<file path="src/rtl/beep_pattern_module.sv">
// beep_pattern_module
//   Programmable buzzer pattern generator. When start is accepted, it emits
//   pulse_cnt beeps. Each beep lasts on_ms ticks and the beeps are separated
//   by off_ms ticks of silence. After the last beep it gives a one-cycle done
//   pulse. A duration of zero is treated as one tick. A count of zero goes
//   straight to the done pulse. One tick is CLK_FREQ_HZ/TICK_HZ clock cycles.
//
//   Ports:
//     CLK        system clock, rising edge
//     RST        synchronous reset, active-high
//     start      pattern request, sampled only while idle
//     abort      cancels a pattern in progress, with no done pulse
//     on_ms      beep duration in ticks, latched on an accepted start
//     off_ms     gap duration in ticks, latched on an accepted start
//     pulse_cnt  number of beeps, latched on an accepted start
//     busy       high while a pattern is in progress
//     done       one-cycle pulse on normal completion
//     beep_pin   buzzer drive; active level set by PIN_ACTIVE_LOW
//
//   Optional macro BEEP_TONE_EN: while a beep sounds, beep_pin toggles every
//   TONE_HALF cycles to drive a passive buzzer. Without the macro, beep_pin
//   stays at the active level for the whole beep.
module beep_pattern_module #(
    parameter int unsigned CLK_FREQ_HZ    = 50_000_000,
    parameter int unsigned TICK_HZ        = 1000,
    parameter int unsigned TIME_W         = 12,
    parameter int unsigned CNT_W          = 4,
    parameter bit          PIN_ACTIVE_LOW = 1'b1,
    parameter int unsigned TONE_HALF      = 12500
) (
    input  logic              CLK,
    input  logic              RST,
    input  logic              start,
    input  logic              abort,
    input  logic [TIME_W-1:0] on_ms,
    input  logic [TIME_W-1:0] off_ms,
    input  logic [CNT_W-1:0]  pulse_cnt,
    output logic              busy,
    output logic              done,
    output logic              beep_pin
);

    localparam int unsigned      TICK_DIV = CLK_FREQ_HZ / TICK_HZ;
    localparam int unsigned      PRE_W    = $clog2(TICK_DIV);
    localparam logic [PRE_W-1:0] PRE_LAST = PRE_W'(TICK_DIV - 1);
    localparam logic             PIN_ON   = PIN_ACTIVE_LOW ? 1'b0 : 1'b1;
    localparam logic             PIN_OFF  = ~PIN_ON;

    if ((CLK_FREQ_HZ % TICK_HZ) != 0 || TICK_DIV < 2 || TONE_HALF == 0) begin : g_cfg_check
        $error("beep_pattern_module: invalid timebase or tone configuration");
    end

    typedef enum logic [1:0] {S_IDLE, S_ON, S_OFF, S_DONE} state_t;

    state_t              state_q, state_d;
    logic [PRE_W-1:0]    pre_q, pre_d;
    logic [TIME_W-1:0]   tick_q, tick_d;
    logic [CNT_W-1:0]    rem_q, rem_d;
    logic [TIME_W-1:0]   on_q, on_d;
    logic [TIME_W-1:0]   off_q, off_d;
    logic                busy_q, busy_d;
    logic                done_q, done_d;
    logic                beep_pin_q, beep_pin_d;
    logic [TIME_W-1:0]   phase_len;
    logic                phase_end;

`ifdef BEEP_TONE_EN
    localparam int unsigned      TONE_W    = (TONE_HALF > 1) ? $clog2(TONE_HALF) : 1;
    localparam logic [TONE_W-1:0] TONE_LAST = TONE_W'(TONE_HALF - 1);

    logic [TONE_W-1:0] tone_cnt_q, tone_cnt_d;
    logic              tone_ph_q, tone_ph_d;
`endif

    // State register
    always_ff @(posedge CLK) begin
        if (RST) begin
            state_q    <= S_IDLE;
            pre_q      <= '0;
            tick_q     <= '0;
            rem_q      <= '0;
            on_q       <= '0;
            off_q      <= '0;
            busy_q     <= 1'b0;
            done_q     <= 1'b0;
            beep_pin_q <= PIN_OFF;
`ifdef BEEP_TONE_EN
            tone_cnt_q <= '0;
            tone_ph_q  <= 1'b0;
`endif
        end else begin
            state_q    <= state_d;
            pre_q      <= pre_d;
            tick_q     <= tick_d;
            rem_q      <= rem_d;
            on_q       <= on_d;
            off_q      <= off_d;
            busy_q     <= busy_d;
            done_q     <= done_d;
            beep_pin_q <= beep_pin_d;
`ifdef BEEP_TONE_EN
            tone_cnt_q <= tone_cnt_d;
            tone_ph_q  <= tone_ph_d;
`endif
        end
    end

    // The latched durations are never zero, so the tick count that ends
    // the phase is always phase_len-1.
    assign phase_len = (state_q == S_ON) ? on_q : off_q;
    assign phase_end = (pre_q == PRE_LAST) && (tick_q == phase_len - TIME_W'(1));

    // Next-state logic, phase timer and latched parameters
    always_comb begin
        state_d = state_q;
        pre_d   = pre_q;
        tick_d  = tick_q;
        rem_d   = rem_q;
        on_d    = on_q;
        off_d   = off_q;

        case (state_q)
            S_IDLE: begin
                if (start && !abort) begin
                    on_d    = (on_ms  == '0) ? TIME_W'(1) : on_ms;
                    off_d   = (off_ms == '0) ? TIME_W'(1) : off_ms;
                    rem_d   = pulse_cnt;
                    pre_d   = '0;
                    tick_d  = '0;
                    state_d = (pulse_cnt != '0) ? S_ON : S_DONE;
                end
            end
            S_ON, S_OFF: begin
                if (abort) begin
                    state_d = S_IDLE;
                    pre_d   = '0;
                    tick_d  = '0;
                end else if (phase_end) begin
                    pre_d  = '0;
                    tick_d = '0;
                    if (state_q == S_ON) begin
                        rem_d   = rem_q - CNT_W'(1);
                        state_d = (rem_q == CNT_W'(1)) ? S_DONE : S_OFF;
                    end else begin
                        state_d = S_ON;
                    end
                end else if (pre_q == PRE_LAST) begin
                    pre_d  = '0;
                    tick_d = tick_q + TIME_W'(1);
                end else begin
                    pre_d = pre_q + PRE_W'(1);
                end
            end
            S_DONE: begin
                state_d = S_IDLE;
            end
            default: begin
                state_d = S_IDLE;
            end
        endcase
    end

    // Outputs are registered, so they are decoded from the next state.
    // That way each output changes on the same edge as the state.
    always_comb begin
        busy_d = (state_d != S_IDLE);
        done_d = (state_d == S_DONE);
`ifdef BEEP_TONE_EN
        // Tone divider restarts at every ON entry, so each beep starts active
        tone_cnt_d = '0;
        tone_ph_d  = 1'b0;
        if (state_q == S_ON && state_d == S_ON) begin
            if (tone_cnt_q == TONE_LAST) begin
                tone_ph_d = ~tone_ph_q;
            end else begin
                tone_cnt_d = tone_cnt_q + TONE_W'(1);
                tone_ph_d  = tone_ph_q;
            end
        end
        beep_pin_d = (state_d == S_ON && !tone_ph_d) ? PIN_ON : PIN_OFF;
`else
        beep_pin_d = (state_d == S_ON) ? PIN_ON : PIN_OFF;
`endif
    end

    assign busy     = busy_q;
    assign done     = done_q;
    assign beep_pin = beep_pin_q;

endmodule
</file>
<file path="config.mk">
export PLATFORM = sky130hd
export DESIGN_NAME = beep_pattern_module
export DESIGN_NICKNAME = d
export VERILOG_FILES = /design/src/rtl/beep_pattern_module.sv
export SDC_FILE = /design/constraint.sdc
export NUM_CORES = 1
export LEC_CHECK = 0
export BUFFER_PORTS_ARGS = -buffer_cell sky130_fd_sc_hd__buf_4
export CAP_MARGIN = 10
export CORE_MARGIN = 2
export CORE_UTILIZATION = 59
export CTS_CLUSTER_SIZE = 28
export DETAILED_ROUTE_END_ITERATION = 8
export PLACE_DENSITY = 0.76
export SETUP_SLACK_MARGIN = 0.02
export SLEW_MARGIN = 40
export SYNTH_ARGS = -nofsm -noshare
export SYNTH_HDL_FRONTEND = slang
export SYNTH_SLANG_ARGS = --single-unit
</file>
<file path="constraint.sdc">
create_clock -name CLK -period 6.09 [get_ports CLK]
set_input_delay 1.218 -clock CLK [delete_from_list [all_inputs] [get_ports CLK]]
set_output_delay 1.218 -clock CLK [all_outputs]
set_load 0.005 [all_outputs]
</file>
# --- Word level (Yosys, flattened, before mapping) ---
# Index checks and enable logic that the tools add are counted.
classes:
  addsub: 4
  n_mul: 0
  n_div: 0
  magnitude_cmp: 0
  eq_ne: 13
  shifts: 0
  mux: 26
  bitwise: 0
  n_reduce_logical: 14
op_table:
  columns: ["operator", "count"]
  rows:
  - ["2-to-1 mux 12 bit", 7]
  - ["2-to-1 mux 16 bit", 4]
  - ["one-hot mux 16 bit (2 select lines)", 1]
  - ["logical NOT 12 bit", 2]
  - ["one-hot mux 12 bit (2 select lines)", 1]
  - ["adder 16 x 1 -> 16 bit (second input constant)", 1]
  - ["== test 16 bit (second input constant)", 1]
  - ["2-to-1 mux 4 bit", 4]
  - ["adder 12 x 1 -> 12 bit (second input constant)", 1]
  - ["== test 12 bit", 1]
  - ["subtractor 12 x 1 -> 12 bit (second input constant)", 1]
  - ["2-to-1 mux 2 bit", 5]
  - ["inequality test 2 bit (second input constant)", 4]
  - ["one-hot mux 4 bit (2 select lines)", 1]
  - ["== test 2 bit (second input constant)", 3]
  - ["one-hot mux 2 bit (3 select lines)", 1]
  - ["AND reduction 5 bit", 1]
  - ["== test 2 x 1 -> 1 bit (second input constant)", 2]
  - ["== test 4 x 1 -> 1 bit (second input constant)", 1]
  - ["inequality test 4 bit (second input constant)", 1]
  - ["AND reduction 2 bit", 2]
  - ["nonzero test 2 bit", 2]
  - ["nonzero test 4 bit", 1]
  - ["subtractor 4 x 1 -> 4 bit (second input constant)", 1]
  - ["6 further kinds", 8]
totals:
  regBits: 61
  latchBits: 0
  ram_bits: 0
  romBits: 0
  inputBits: 32
  memories: 0

# --- Longest topological paths before layout ---
logic_depth:
  depth_word: 10
  ltp_mapped: 16
  depth_no_buf: 12

# --- Worst setup path after synthesis ---
# No wires, ideal clock.
synth_timing:
  kind: "register -> register"
  start: "register state_q[1]"
  end: "register beep_pin_q (netlist: beep_pin)"
  arrival_time_ns: 3.525
  t_required_ns: 5.975
  slack_ns: 2.450
  stages_incl_launch_ff: 16
  n_path_buf: 3
  synth_period_minus_slack_ns: 3.640
  cell_sequence: "dfxtp_1 inv_1 ha_1 buf_2 buf_2 buf_2 mux2i_1 ha_1 xnor2_1 xnor2_1 nand2_1 or4_1 a2111oi_4 nand3_1 a221o_1 a21bo_2"
synth_between:
  elab_chain_cells: 10
  elab_cells_between_ends: 16
  cone_classes: "add/sub (1); eq/ne (5); mux (7); reduce/logical (3)"
synth_rtl:
  columns: ["item", "line", "text"]
  rows:
  - ["from (decl)", "55", "state_t state_q, state_d;"]
  - ["from (signal assigned)", "92", "state_q <= state_d;"]
  - ["== test 2 x 1 -> 1 bit", "110, 122, 141", null]
  - ["2-to-1 mux 12 bit", "110", "assign phase_len = (state_q == S_ON) ? on_q : off_q;"]
  - ["subtractor 12 x 1 -> 12 bit", "111", "assign phase_end = (pre_q == PRE_LAST) && (tick_q == phase_len - TIME_W'(1));"]
  - ["== test 12 bit", "111", null]
  - ["logical AND 1 bit", "111", null]
  - ["2-to-1 mux 2 bit", "138", "end else if (phase_end) begin"]
  - ["2-to-1 mux 2 bit", "134", "if (abort) begin"]
  - ["one-hot mux 2 bit (3 select lines) (*)", "122", "case (state_q)"]
  - ["== test 2 x 1 -> 1 bit (*)", "182", "beep_pin_d = (state_d == S_ON) ? PIN_ON : PIN_OFF;"]
  - ["2-to-1 mux 1 bit (*)", "182", null]
  - ["to (signal assigned)", "100", "beep_pin_q <= beep_pin_d;"]
  - ["to (decl)", "63", "logic beep_pin_q, beep_pin_d;"]
# Mark *: on every way between the ends. The rest lies on a longest branch, timed or not.
# A chain may end at the register's enable or synchronous reset.

# --- Worst setup path in the final report ---
# Ends and elaborated chain as after synthesis.

==> results.yml <==
run_status:
  status: "completed"
logic_synthesis:
  ys_types: 48
  synth-edff-count: 0
  yosys_register_bits: 61
  async_flop_share_pct: 0
  yosysWarnings: 0
  syn_avg_cell_area_um2: 7.757
  synthesis.nets: 487
  ys_seq_area_share_pct: 35.30
  synth_area_um2: 3460
  syn_inst: 446
  synth_ff_type: "dfxtp_1"
hold_path:
  min_from: "on_q[11]"
  min_to: "on_q[11]"
  min_path_type: "register to register"
  whs_path_depth: 2
drt:
  drtPass1Iterations: 4
  route.detailed.drc: 0
  routed_wl_mm: 7.808
  via_count: 3153
  wl_per_cell_um: 14.20
  ant_nets: 0
  viasPerCell: 5.733
  first_iter_violations: 94
setup_path:
  r2r-end: "beep_pin"
  r2r_start: "state_q[1]"
  path_max_fanout: 30
  crit_path_start_kind: "register"
  crit_start: "state_q[1]"
  required_ns: 6.33
  reg2reg_depth: 13
  critPathCaptureType: "register"
  worstSetupPathType: "register to register"
  cp.arrival_ns: 4.40
  r2r_setup_slack_ns: 1.93
clock_tree:
  path_clk_slew_ns: 0.06
  ctsHoldBuffers: 0
  cts_resized: 0
  cts-root-buf: "clkbuf_8"
  clk_path_buf_depth: 2
  htree_num_levels: 3
  post-cts-setup-buffer-count: 0
  clk_latency_ns: 0.34
  cts_buffers: 9
  cts_tree: "done"
  cts.sinks: 61
timing:
  fin_crit_ns: 4.161
  setup_viol: 0
  finClkSkew_ns: 0.006226
  worstMarginPinSlew_ns: 0.7860
  setup_tns_ns: 0
  holdWs_ns: 0.4558
  max_freq_mhz: 240.3
  report.final.slew_viol_count: 0
  fin_ws_ns: 1.929
  relSlewSlack_pct: 47.40
  fin_crit_sh_pct: 68.33
  finalHoldViolations: 0
  rsz0062_at_grt: "false"
global_routing:
  globalRouteOverflowTotal: 0
  grt_max_degree: 41
  grt_pass1_wl_mm: 13.42
  grt_usage_pct: 26.43
  grt_pass1_vias: 2959
  antenna_found_initial: 0
power_and_ir_drop:
  ir_drop_mv: 0.1689
  leakage_nw: 1.420
  power_density_nw_per_um2: 224.7
place:
  io_buffers: 34
  dpl.hpwl_mm: 5.782
  post-place-ws_ns: 1.976
  finalWeightedCongestion: 0.8781
job:
  cap_violations: 0
cells_and_area:
  synthToLayoutAreaGrowth_pct: 13.56
  mostFrequentLayoutCells: "79 x nand2_1, 61 x dfxtp_1, 49 x nor2_1, 36 x a21oi_1, 36 x buf_4"
  multi_input_area_um2: 2133
  regArea_um2: 1221
  n_antenna_cell: 0
  fillCellCount: 492
  nets: 516
  drive_gt1_share_pct: 12.34
  final_common_cell: "nand2_1"
floorplanning:
  rows: 27
  io-pin-count: 35
  die_h_um: 80.58
  start_util_pct: 62.07
  core-area_um2: 5574
  die_x_um: 80.58
  die-area_um2: 6492
==> synth_stat cells (3+ instances only) <==
| cell type | number | area [µm²] |
|---|---|---|
| nand2_1 | 79 | 296.5 |
| dfxtp_1 | 61 | 1221 |
| nor2_1 | 49 | 183.9 |
| a21oi_1 | 36 | 180.2 |
| nand3_1 | 23 | 115.1 |
| o21ai_0 | 19 | 95.09 |
| xor2_1 | 19 | 166.4 |
| xnor2_1 | 18 | 157.7 |
| clkbuf_1 | 15 | 56.30 |
| nor3_1 | 15 | 75.07 |
| mux2i_1 | 13 | 130.1 |
| ha_1 | 9 | 112.6 |
| inv_1 | 9 | 33.78 |
| nor4_1 | 6 | 37.54 |
| or4_1 | 6 | 45.04 |
| nor2b_1 | 5 | 31.28 |
| a211oi_1 | 4 | 30.03 |
| a32oi_1 | 4 | 35.03 |
| and3_1 | 4 | 25.02 |
| nand2b_1 | 4 | 25.02 |
| nor3b_1 | 4 | 30.03 |
| or3_1 | 4 | 25.02 |
| and2_1 | 3 | 18.77 |
| buf_2 | 3 | 15.01 |
| nand4_1 | 3 | 18.77 |
| o2111ai_1 | 3 | 26.28 |
| or2_2 | 3 | 18.77 |
==> metrics by stage <==
step | util [%] | instances | area, µm² | power, mW
2_1_floorplan | - | 446 | 3460 | 0.5111
3_3_place_gp | 67.25 | 536 | 3749 | 0.5470
3_5_place_dp | 67.25 | 536 | 3749 | 0.5490
4_1_cts | 70.48 | 550 | 3929 | 0.8890
5_1_grt | 70.48 | 550 | 3929 | 0.9219
6_report | 70.48 | 550 | 3929 | 0.8829
==> flip-flops by register name, indices dropped and copies added (netlist names) <==
name,count
beep_pin,1
pre_q,16
busy,1
off_q,12
rem_q,4
tick_q,12
on_q,12
done,1
state_q,2
==> layout make-up <==
class / count / share of cell area (%)
multi-input cells: 358 / 54.30
flip-flops and latches: 61 / 31.08
inverters: 9 / 0.8599
clock buffers: 12 / 3.694
well taps: 72 / 2.293
repair buffers: 36 / 6.879
clock inverters: 2 / 0.8917
==> layer usage <==
metal	GRT usage (%)	vias up	wire, µm
met3	7.640	18	319
met1	31.38	1471	3574
li1	-	1608	-
met4	9.492	0	184
met2	45.17	56	3729
met5	0	-	0
==> kinds of logic (layout without fill, tap and decap cells) <==
group / Yosys count / after routing / synth area share, %
flip-flops: 61 / 61 / 35.30
XOR/XNOR: 37 / 37 / 9.367
buffers and inverters: 27 / 59 / 3.038
adder cells (fa/ha/maj): 9 / 9 / 3.255
multiplexers: 14 / 14 / 4.087
AND/OR/NAND/NOR: 214 / 214 / 29.33
AO/OA/AOI/OAI: 84 / 84 / 15.62
==> power breakdown <==
| part | switching [mW] | internal, mW | leakage, nW | total (mW) |
|---|---|---|---|---|
| logic | 0.0672 | 0.0542 | 0.833 | 0.121 |
| registers | 0.0109 | 0.409 | 0.495 | 0.420 |
| clock network | 0.146 | 0.195 | 0.0923 | 0.341 |
==> worst max-delay path: stages (launching register included) <==
cell       delay [ns]
dfxtp_1          0.35
inv_1            0.10
ha_1             0.15
buf_4            0.31
mux2i_1          0.37
ha_1             0.30
xnor2_1          0.16
xnor2_1          0.14
nand2_1          0.07
or4_1            0.45
a2111oi_4        0.45
nand3_1          0.48
a221o_1          0.51
a21bo_2          0.20
==> worst max-delay path by stage <==
stage          endpoint  slack [ns]
3_5_place_dp   beep_pin        1.98
5_1_grt        beep_pin        1.62
6_report       beep_pin        1.93
3_3_place_gp   beep_pin        2.13
2_1_floorplan  beep_pin        2.45
4_1_cts        beep_pin        1.97
No activity file was read; power rests on OpenSTA's default activity.
